### config.mk
export PLATFORM = sky130hd
export DESIGN_NAME = spi_reg_slave
export DESIGN_NICKNAME = d
export VERILOG_FILES = /design/src/rtl/spi_reg_slave.sv
export SDC_FILE = /design/constraint.sdc
export NUM_CORES = 1
export LEC_CHECK = 0
export CAP_MARGIN = 30
export CORE_MARGIN = 2
export CORE_UTILIZATION = 50
export CTS_CLUSTER_DIAMETER = 60
export DETAILED_ROUTE_END_ITERATION = 8
export PLACE_DENSITY = 0.79
export SYNTH_ARGS = -nofsm -noshare
export SYNTH_HDL_FRONTEND = slang
export SYNTH_SLANG_ARGS = --single-unit
### constraint.sdc
create_clock -name clk -period 2.6 [get_ports clk]
set_input_delay 0.65 -clock clk [delete_from_list [all_inputs] [get_ports clk]]
set_output_delay 0.65 -clock clk [all_outputs]
set_load 0.005 [all_outputs]
### src/rtl/spi_reg_slave.sv
// Write-only SPI mode-0 register slave owning the five pwm_peripheral configuration registers.
// Async pins are synchronised into clk; a register is written only for a complete 16-bit frame.
`timescale 1ns/1ps
module spi_reg_slave #(
  parameter int unsigned SYNC_STAGES = 2,
  parameter logic [6:0]  MAX_ADDR    = 7'h04
) (
  input  logic       clk,
  input  logic       rst_n,
  input  logic       sclk,
  input  logic       copi,
  input  logic       ncs,
  output logic [7:0] en_reg_out_7_0,
  output logic [7:0] en_reg_out_15_8,
  output logic [7:0] en_reg_pwm_7_0,
  output logic [7:0] en_reg_pwm_15_8,
  output logic [7:0] pwm_duty_cycle,
  output logic       wr_strobe
);

  localparam int unsigned NumRegs  = 5;
  localparam logic [4:0]  FrameLen = 5'd16;
  localparam logic [4:0]  CountMax = 5'd31;

  typedef enum logic [1:0] {StIdle, StShift, StCommit} state_e;

  // Input synchronisers
  logic [SYNC_STAGES-1:0] sclk_sync_q, copi_sync_q, ncs_sync_q;
  logic                   sclk_s, copi_s, ncs_s;
  logic                   sclk_d_q, ncs_d_q;
  logic                   sclk_rise, ncs_fall, ncs_rise;

  always_ff @(posedge clk or negedge rst_n) begin
    if (!rst_n) begin
      sclk_sync_q <= '0;
      copi_sync_q <= '0;
      ncs_sync_q  <= '1;
      sclk_d_q    <= 1'b0;
      ncs_d_q     <= 1'b1;
    end else begin
      sclk_sync_q <= {sclk_sync_q[SYNC_STAGES-2:0], sclk};
      copi_sync_q <= {copi_sync_q[SYNC_STAGES-2:0], copi};
      ncs_sync_q  <= {ncs_sync_q[SYNC_STAGES-2:0], ncs};
      sclk_d_q    <= sclk_s;
      ncs_d_q     <= ncs_s;
    end
  end

  assign sclk_s    = sclk_sync_q[SYNC_STAGES-1];
  assign copi_s    = copi_sync_q[SYNC_STAGES-1];
  assign ncs_s     = ncs_sync_q[SYNC_STAGES-1];
  assign sclk_rise = sclk_s & ~sclk_d_q;
  assign ncs_fall  = ~ncs_s & ncs_d_q;
  assign ncs_rise  = ncs_s & ~ncs_d_q;

  // Frame FSM
  state_e      state_q, state_d;
  logic [15:0] shift_q, shift_d;
  logic [4:0]  count_q, count_d;
  logic        fall_pend_q, fall_pend_d;

  always_ff @(posedge clk or negedge rst_n) begin
    if (!rst_n) begin
      state_q     <= StIdle;
      shift_q     <= '0;
      count_q     <= '0;
      fall_pend_q <= 1'b0;
    end else begin
      state_q     <= state_d;
      shift_q     <= shift_d;
      count_q     <= count_d;
      fall_pend_q <= fall_pend_d;
    end
  end

  always_comb begin
    state_d     = state_q;
    shift_d     = shift_q;
    count_d     = count_q;
    fall_pend_d = fall_pend_q;
    unique case (state_q)
      StIdle: begin
        if (ncs_fall || fall_pend_q) begin
          shift_d     = '0;
          count_d     = '0;
          fall_pend_d = 1'b0;
          state_d     = StShift;
        end
      end
      StShift: begin
        // nCS rising wins over a coincident SCLK edge
        if (ncs_rise) begin
          state_d = (count_q == FrameLen) ? StCommit : StIdle;
        end else if (sclk_rise && !ncs_s) begin
          if (count_q < FrameLen) begin
            shift_d = {shift_q[14:0], copi_s};
          end
          if (count_q != CountMax) begin
            count_d = count_q + 5'd1;
          end
        end
      end
      StCommit: begin
        state_d = StIdle;
        // Remember a frame start that lands in the commit cycle
        if (ncs_fall) begin
          fall_pend_d = 1'b1;
        end
      end
      default: state_d = StIdle;
    endcase
  end

  // Register file
  logic       frame_wr;
  logic [6:0] frame_addr;
  logic [7:0] frame_data;
  logic       wr_hit;

  assign frame_wr   = shift_q[15];
  assign frame_addr = shift_q[14:8];
  assign frame_data = shift_q[7:0];
  assign wr_hit     = (state_q == StCommit) && frame_wr && (frame_addr <= MAX_ADDR)
                      && (frame_addr < 7'(NumRegs));
  assign wr_strobe  = wr_hit;

  logic [7:0] out_lo_q, out_hi_q, pwm_lo_q, pwm_hi_q, duty_q;

  always_ff @(posedge clk or negedge rst_n) begin
    if (!rst_n) begin
      out_lo_q <= '0;
      out_hi_q <= '0;
      pwm_lo_q <= '0;
      pwm_hi_q <= '0;
      duty_q   <= '0;
    end else if (wr_hit) begin
      case (frame_addr[2:0])
        3'd0:    out_lo_q <= frame_data;
        3'd1:    out_hi_q <= frame_data;
        3'd2:    pwm_lo_q <= frame_data;
        3'd3:    pwm_hi_q <= frame_data;
        3'd4:    duty_q   <= frame_data;
        default: ;
      endcase
    end
  end

  assign en_reg_out_7_0  = out_lo_q;
  assign en_reg_out_15_8 = out_hi_q;
  assign en_reg_pwm_7_0  = pwm_lo_q;
  assign en_reg_pwm_15_8 = pwm_hi_q;
  assign pwm_duty_cycle  = duty_q;

endmodule
# == Yosys cells after proc, flatten, opt, wreduce, memory -nomap -nowiden ==
# Cells that the tools add are included.
# word_totals
regBits,72
word_cells,75
# op_classes
n_addsub,1
order_cmp,3
n_eq_ne,15
n_mux,17
n_bitwise,6
reduce_logical,19
# ops
op,count
$mux W16,4
$pmux W16 S2,1
$mux W5,4
$ne A2 B2 Y1 const B,7
$reduce_and A2 Y1,6
$pmux W5 S2,1
$reduce_and A5 Y1,2
$le A7 B3 Y1 const B,1
$lt A7 B3 Y1 const B,1
$eq A3 B2 Y1 const B,2
$mux W2,3
$add A5 B1 Y5 const B,1
$eq A5 B5 Y1 const B,1
$lt A5 B5 Y1 const B,1
$ne A5 B5 Y1 const B,1
$logic_and A1 B1 Y1,4
$pmux W2 S2,1
$reduce_bool A2 Y1,2
$and A1 B1 Y1,3
$eq A3 B1 Y1 const B,1
$eq A3 B3 Y1 const B,1
$logic_not A3 Y1,1
$not A1 Y1,3
$reduce_and A3 Y1,1
7 further kinds,8

# == Longest topological paths before layout ==
# logic_depth
ltp_word,6
depth_mapped,6

# == Worst setup path after synthesis ==
# No wires, ideal clock.
# synth_timing
kind,reg2reg
from,register count_q[0]
to,register count_q[3]
setup_ps,77
t_arrival_ps,1906
required_ps,2523
slack_ps,616
stages_incl_launch_ff,7
n_path_buf,0
path_cell_list,dfrtp_1 ha_1 and3_1 ha_1 or4_4 or3_1 a21oi_1
# synth_via
elab_chain_cells,5
elab_cells_between_ends,8
classes_between,add/sub: 1; eq/ne: 2; mux: 4; reduce/logical: 1
# synth_rtl
element,line,source
"start, declared",59,"logic [4:0] count_q, count_d;"
"start signal, assigned",71,count_q <= count_d;
$add A5 B1 Y5,99,count_d = count_q + 5'd1;
$mux W5,98,if (count_q != CountMax) begin
$mux W5,94,end else if (sclk_rise && !ncs_s) begin
$mux W5,92,if (ncs_rise) begin
$pmux W5 S2,81,unique case (state_q)
# Several ways; a longest one is shown, not always the timed one. The select of a mux whose other input is x is not followed.
# A chain may end at the register's enable or synchronous reset.

# == Final worst setup path ==
# layout_timing
from,register shift_q[11]
to,output port wr_strobe
# layout_via
elab_chain_cells,3
elab_cells_between_ends,4
classes_between,order compare: 2; reduce/logical: 2
# layout_rtl
element,line,source
"start, declared",58,"logic [15:0] shift_q, shift_d;"
"start signal, assigned",70,shift_q <= shift_d;
$le A7 B3 Y1,123,assign wr_hit = (state_q == StCommit) && frame_wr && (frame_addr <= MAX_ADDR)
$logic_and A1 B1 Y1,123,
$logic_and A1 B1 Y1 (*),124,&& (frame_addr < 7'(NumRegs));
"end, declared",18,output logic wr_strobe
# Every way passes the cells marked *; elsewhere a longest branch is shown, timed or not.

==> run_results.csv <==
group,metric,value,unit
outcome,status,"finished clean",
timing,hold_viol_final,0,
finish,fin_util,66.32,%
finish,final_layout_size_suffix_gt1_share,29.96,%
pwr,p_int,1.803,mW
finish,syn_to_final_growth,29.62,%
timing,setup_ws,0.3659,ns
timing,setup_violations,0,
routing,routed_wirelength,5398,um
cts,hold_buffers,0,
finish,multi_input_area,980.9,um^2
die,die_w,78.84,um
yosys,synth-async-reset-ratio,100.0,%
global_routing,antenna_found_initial,0,
timing,finalCritPeriodShare,85.93,%
min_path,hold_class,"primary input to asynchronous set/reset pin",
timing,setup_tns,0,ns
die,io_pins,46,
pwr,power_density,672.3,nW/um^2
pwr,peakVddDrop,0.4105,mV
setup_path,cp.arrival,1.58,ns
routing,routed_via_density,5.419,
finish,diodes,0,
global_routing,gr-usage-all-layers,19.47,%
timing,fin_skew,0.007974,ns
global_routing,grt_pass1_vias,1897,
setup_path,required,1.95,ns
finish,area.sequential,1807,um^2
setup_path,cp-start-kind,"flip-flop",
place,dp_slack,0.3745,ns
pwr,power_leakage,1.720,nW
die,fp.coreArea,5473,um^2
setup_path,cp-startpoint,"shift_q[11]",
setup_path,rr_startpoint,"count_q[0]",
finish,stdcell_count,329,
yosys,ys_ff_latch,72,
cts,cts_tree,"done",
yosys,avgSynthCellArea,14.36,um^2
yosys,synthFlopType,"dfrtp_1",
place,dp_hpwl,3695,um
finish,layout_common_cells,"dfrtp_1 (68), clkdlybuf4s50_1 (43), mux2_2 (40), a22o_1 (12)",
die,die_area,6215,um^2
finish,final_common_cell,"dfrtp_1",
cts,clock-root-buffer,"clkbuf_8",
finish,num-nets-final,260,
pwr,pwr-share-comb,10.6,%
routing,firstDrtPassIters,4,
yosys,synth_area,2800,um^2
yosys,synth-edff-count,0,
timing,grt_setup_unrepaired,"no",
setup_path,endpoint_kind,"output pin",
yosys,ys_warn_count,0,
pwr,netSwitchingPower,0.6373,mW
pwr,p_clk_share,39.4,%
place,dp.cells,312,
cts,cts_buffers,9,
yosys,synth_nets,203,
place,place.gp.congestion,0.8294,
cts,h-tree-depth,3,
routing,vias,1783,
timing,tightest_slew,0.6497,ns
cts,cts.path.max_buffers,2,
place,portBuffers,45,
pwr,p_sw_share,26.11,%
yosys,syn_inst,195,
timing,hold_ws,0.3219,ns
routing,drtAntennaViolNets,0,
finish,n_fill_cell,410,
setup_path,cp_max_fo,3,
die,rows,27,
die,initial_utilization,51.17,%
global_routing,grt_max_degree,32,
yosys,synth.distinct_cells,33,
cts,clk_pin_slew,0.07,ns
die,die_h,78.84,um
routing,routedWlPerCell,16.41,um
routing,drtIter0Drc,119,
routing,post-route-drc-count,0,
job,cap_violations,0,
setup_path,path_class,"flip-flop to output pin",
timing,fin_crit,2.234,ns
pwr,power_frac_seq,50.0,%
cts,clkLatencyLatePin,0.35,ns
global_routing,gr-total-overflow,0,
timing,drv_slew,0,
timing,max_freq,447.6,MHz
yosys,yosysSeqAreaShare,64.48,%
global_routing,grt_pass1_wl,9142,um
cts,clock_sinks,72,
timing,slew_headroom,56.69,%
[per-stage QoR]
step | total power, mW | cell area, um^2
global placement | 1.493 | 3364
CTS | 2.461 | 3586
floorplan | 1.397 | 2800
detailed placement | 1.497 | 3364
global route | 2.546 | 3630
finish | 2.440 | 3630
[power by group through the flow]
stage,sequential (mW),combinational (mW),clock [mW]
final,1.22,0.260,0.961
after global routing,1.23,0.293,1.02
after CTS,1.22,0.261,0.985
after detailed placement,1.24,0.260,0
after global placement,1.23,0.259,0
after floorplan,1.23,0.171,0
[cells in the mapped netlist, types with 2 or more instances]
| library cell | n | area (um^2) |
|---|---|---|
| dfrtp_1 | 69 | 1727 |
| mux2_2 | 40 | 450.4 |
| a22o_1 | 12 | 105.1 |
| nand2_1 | 9 | 33.78 |
| nand3_1 | 8 | 40.04 |
| inv_1 | 7 | 26.28 |
| a21oi_1 | 4 | 20.02 |
| nor2_1 | 4 | 15.01 |
| clkbuf_1 | 3 | 11.26 |
| dfstp_2 | 3 | 78.83 |
| ha_1 | 3 | 37.54 |
| mux2i_1 | 3 | 30.03 |
| o21ai_0 | 3 | 15.01 |
| and3_1 | 2 | 12.51 |
| buf_2 | 2 | 10.01 |
| nand3b_2 | 2 | 22.52 |
| nor4_1 | 2 | 12.51 |
| o311ai_0 | 2 | 17.52 |
| o31ai_1 | 2 | 15.01 |
| or3_1 | 2 | 12.51 |
[path summary, 6_finish.rpt]
check | endpoint | slack [ns] | cells after the start
max in group asynchronous | ncs_sync_q[0] | 1.62 | 2
min in group clk | sclk_sync_q[1] | 0.35 | 0
hold / removal | en_reg_pwm_7_0[5] | 0.32 | 1
hold reg to reg | sclk_sync_q[1] | 0.35 | 0
setup / recovery | wr_strobe | 0.37 | 4
setup reg to reg | count_q[3] | 0.51 | 6
[timing repair]
action,4_1_cts,5_1_grt
buffers inserted,0,1
pin swaps,0,3
resized for setup,1,5
setup endpoints to repair,1,1
[layer usage]
metal	vias to the layer above	part of all wire, %	global-route usage [%]
met5	-	0	0
met4	0	2.9	11.55
met3	14	3.5	3.750
met2	41	50	31.62
met1	904	44	24.38
li1	824	-	-
[final cells by class]
cell class | instances | area share [%]
Multi-Input combinational cell | 111 | 27.03
Inverter | 7 | 0.7239
Sequential cell | 72 | 49.78
Tap cell | 72 | 2.482
Clock buffer | 9 | 3.413
Clock inverter | 7 | 2.654
Timing Repair Buffer | 51 | 13.93
[sequential cells by signal, summed over array words and instances (netlist names)]
name,cells
count_q,5
sclk_sync_q,2
pwm_duty_cycle,8
en_reg_out_15_8,8
ncs_d_q,1
en_reg_out_7_0,8
fall_pend_q,1
sclk_d_q,1
en_reg_pwm_7_0,8
shift_q,16
en_reg_pwm_15_8,8
ncs_sync_q,2
state_q,2
copi_sync_q,2
[logic make-up (layout without fill, tap and decap cells)]
group                      count (synthesis)  after routing  share of synthesized area [%]
DFF                                       72             72                          64.48
and+or+nand+nor                           39             39                          8.311
muxes                                     43             43                          17.16
AOI/OAI and AO/OA                         26             26                          7.015
buffers and inverters                     12             74                          1.698
adders and majority gates                  3              3                          1.341
[critical path, cell delays in order (launching register included)]
cell,delay (ns)
dfrtp_1,0.41
nand4bb_4,0.25
nor4_4,0.30
and2_4,0.17
dlymetal6s2s_1,0.11
(Power assumes the default switching activity.)
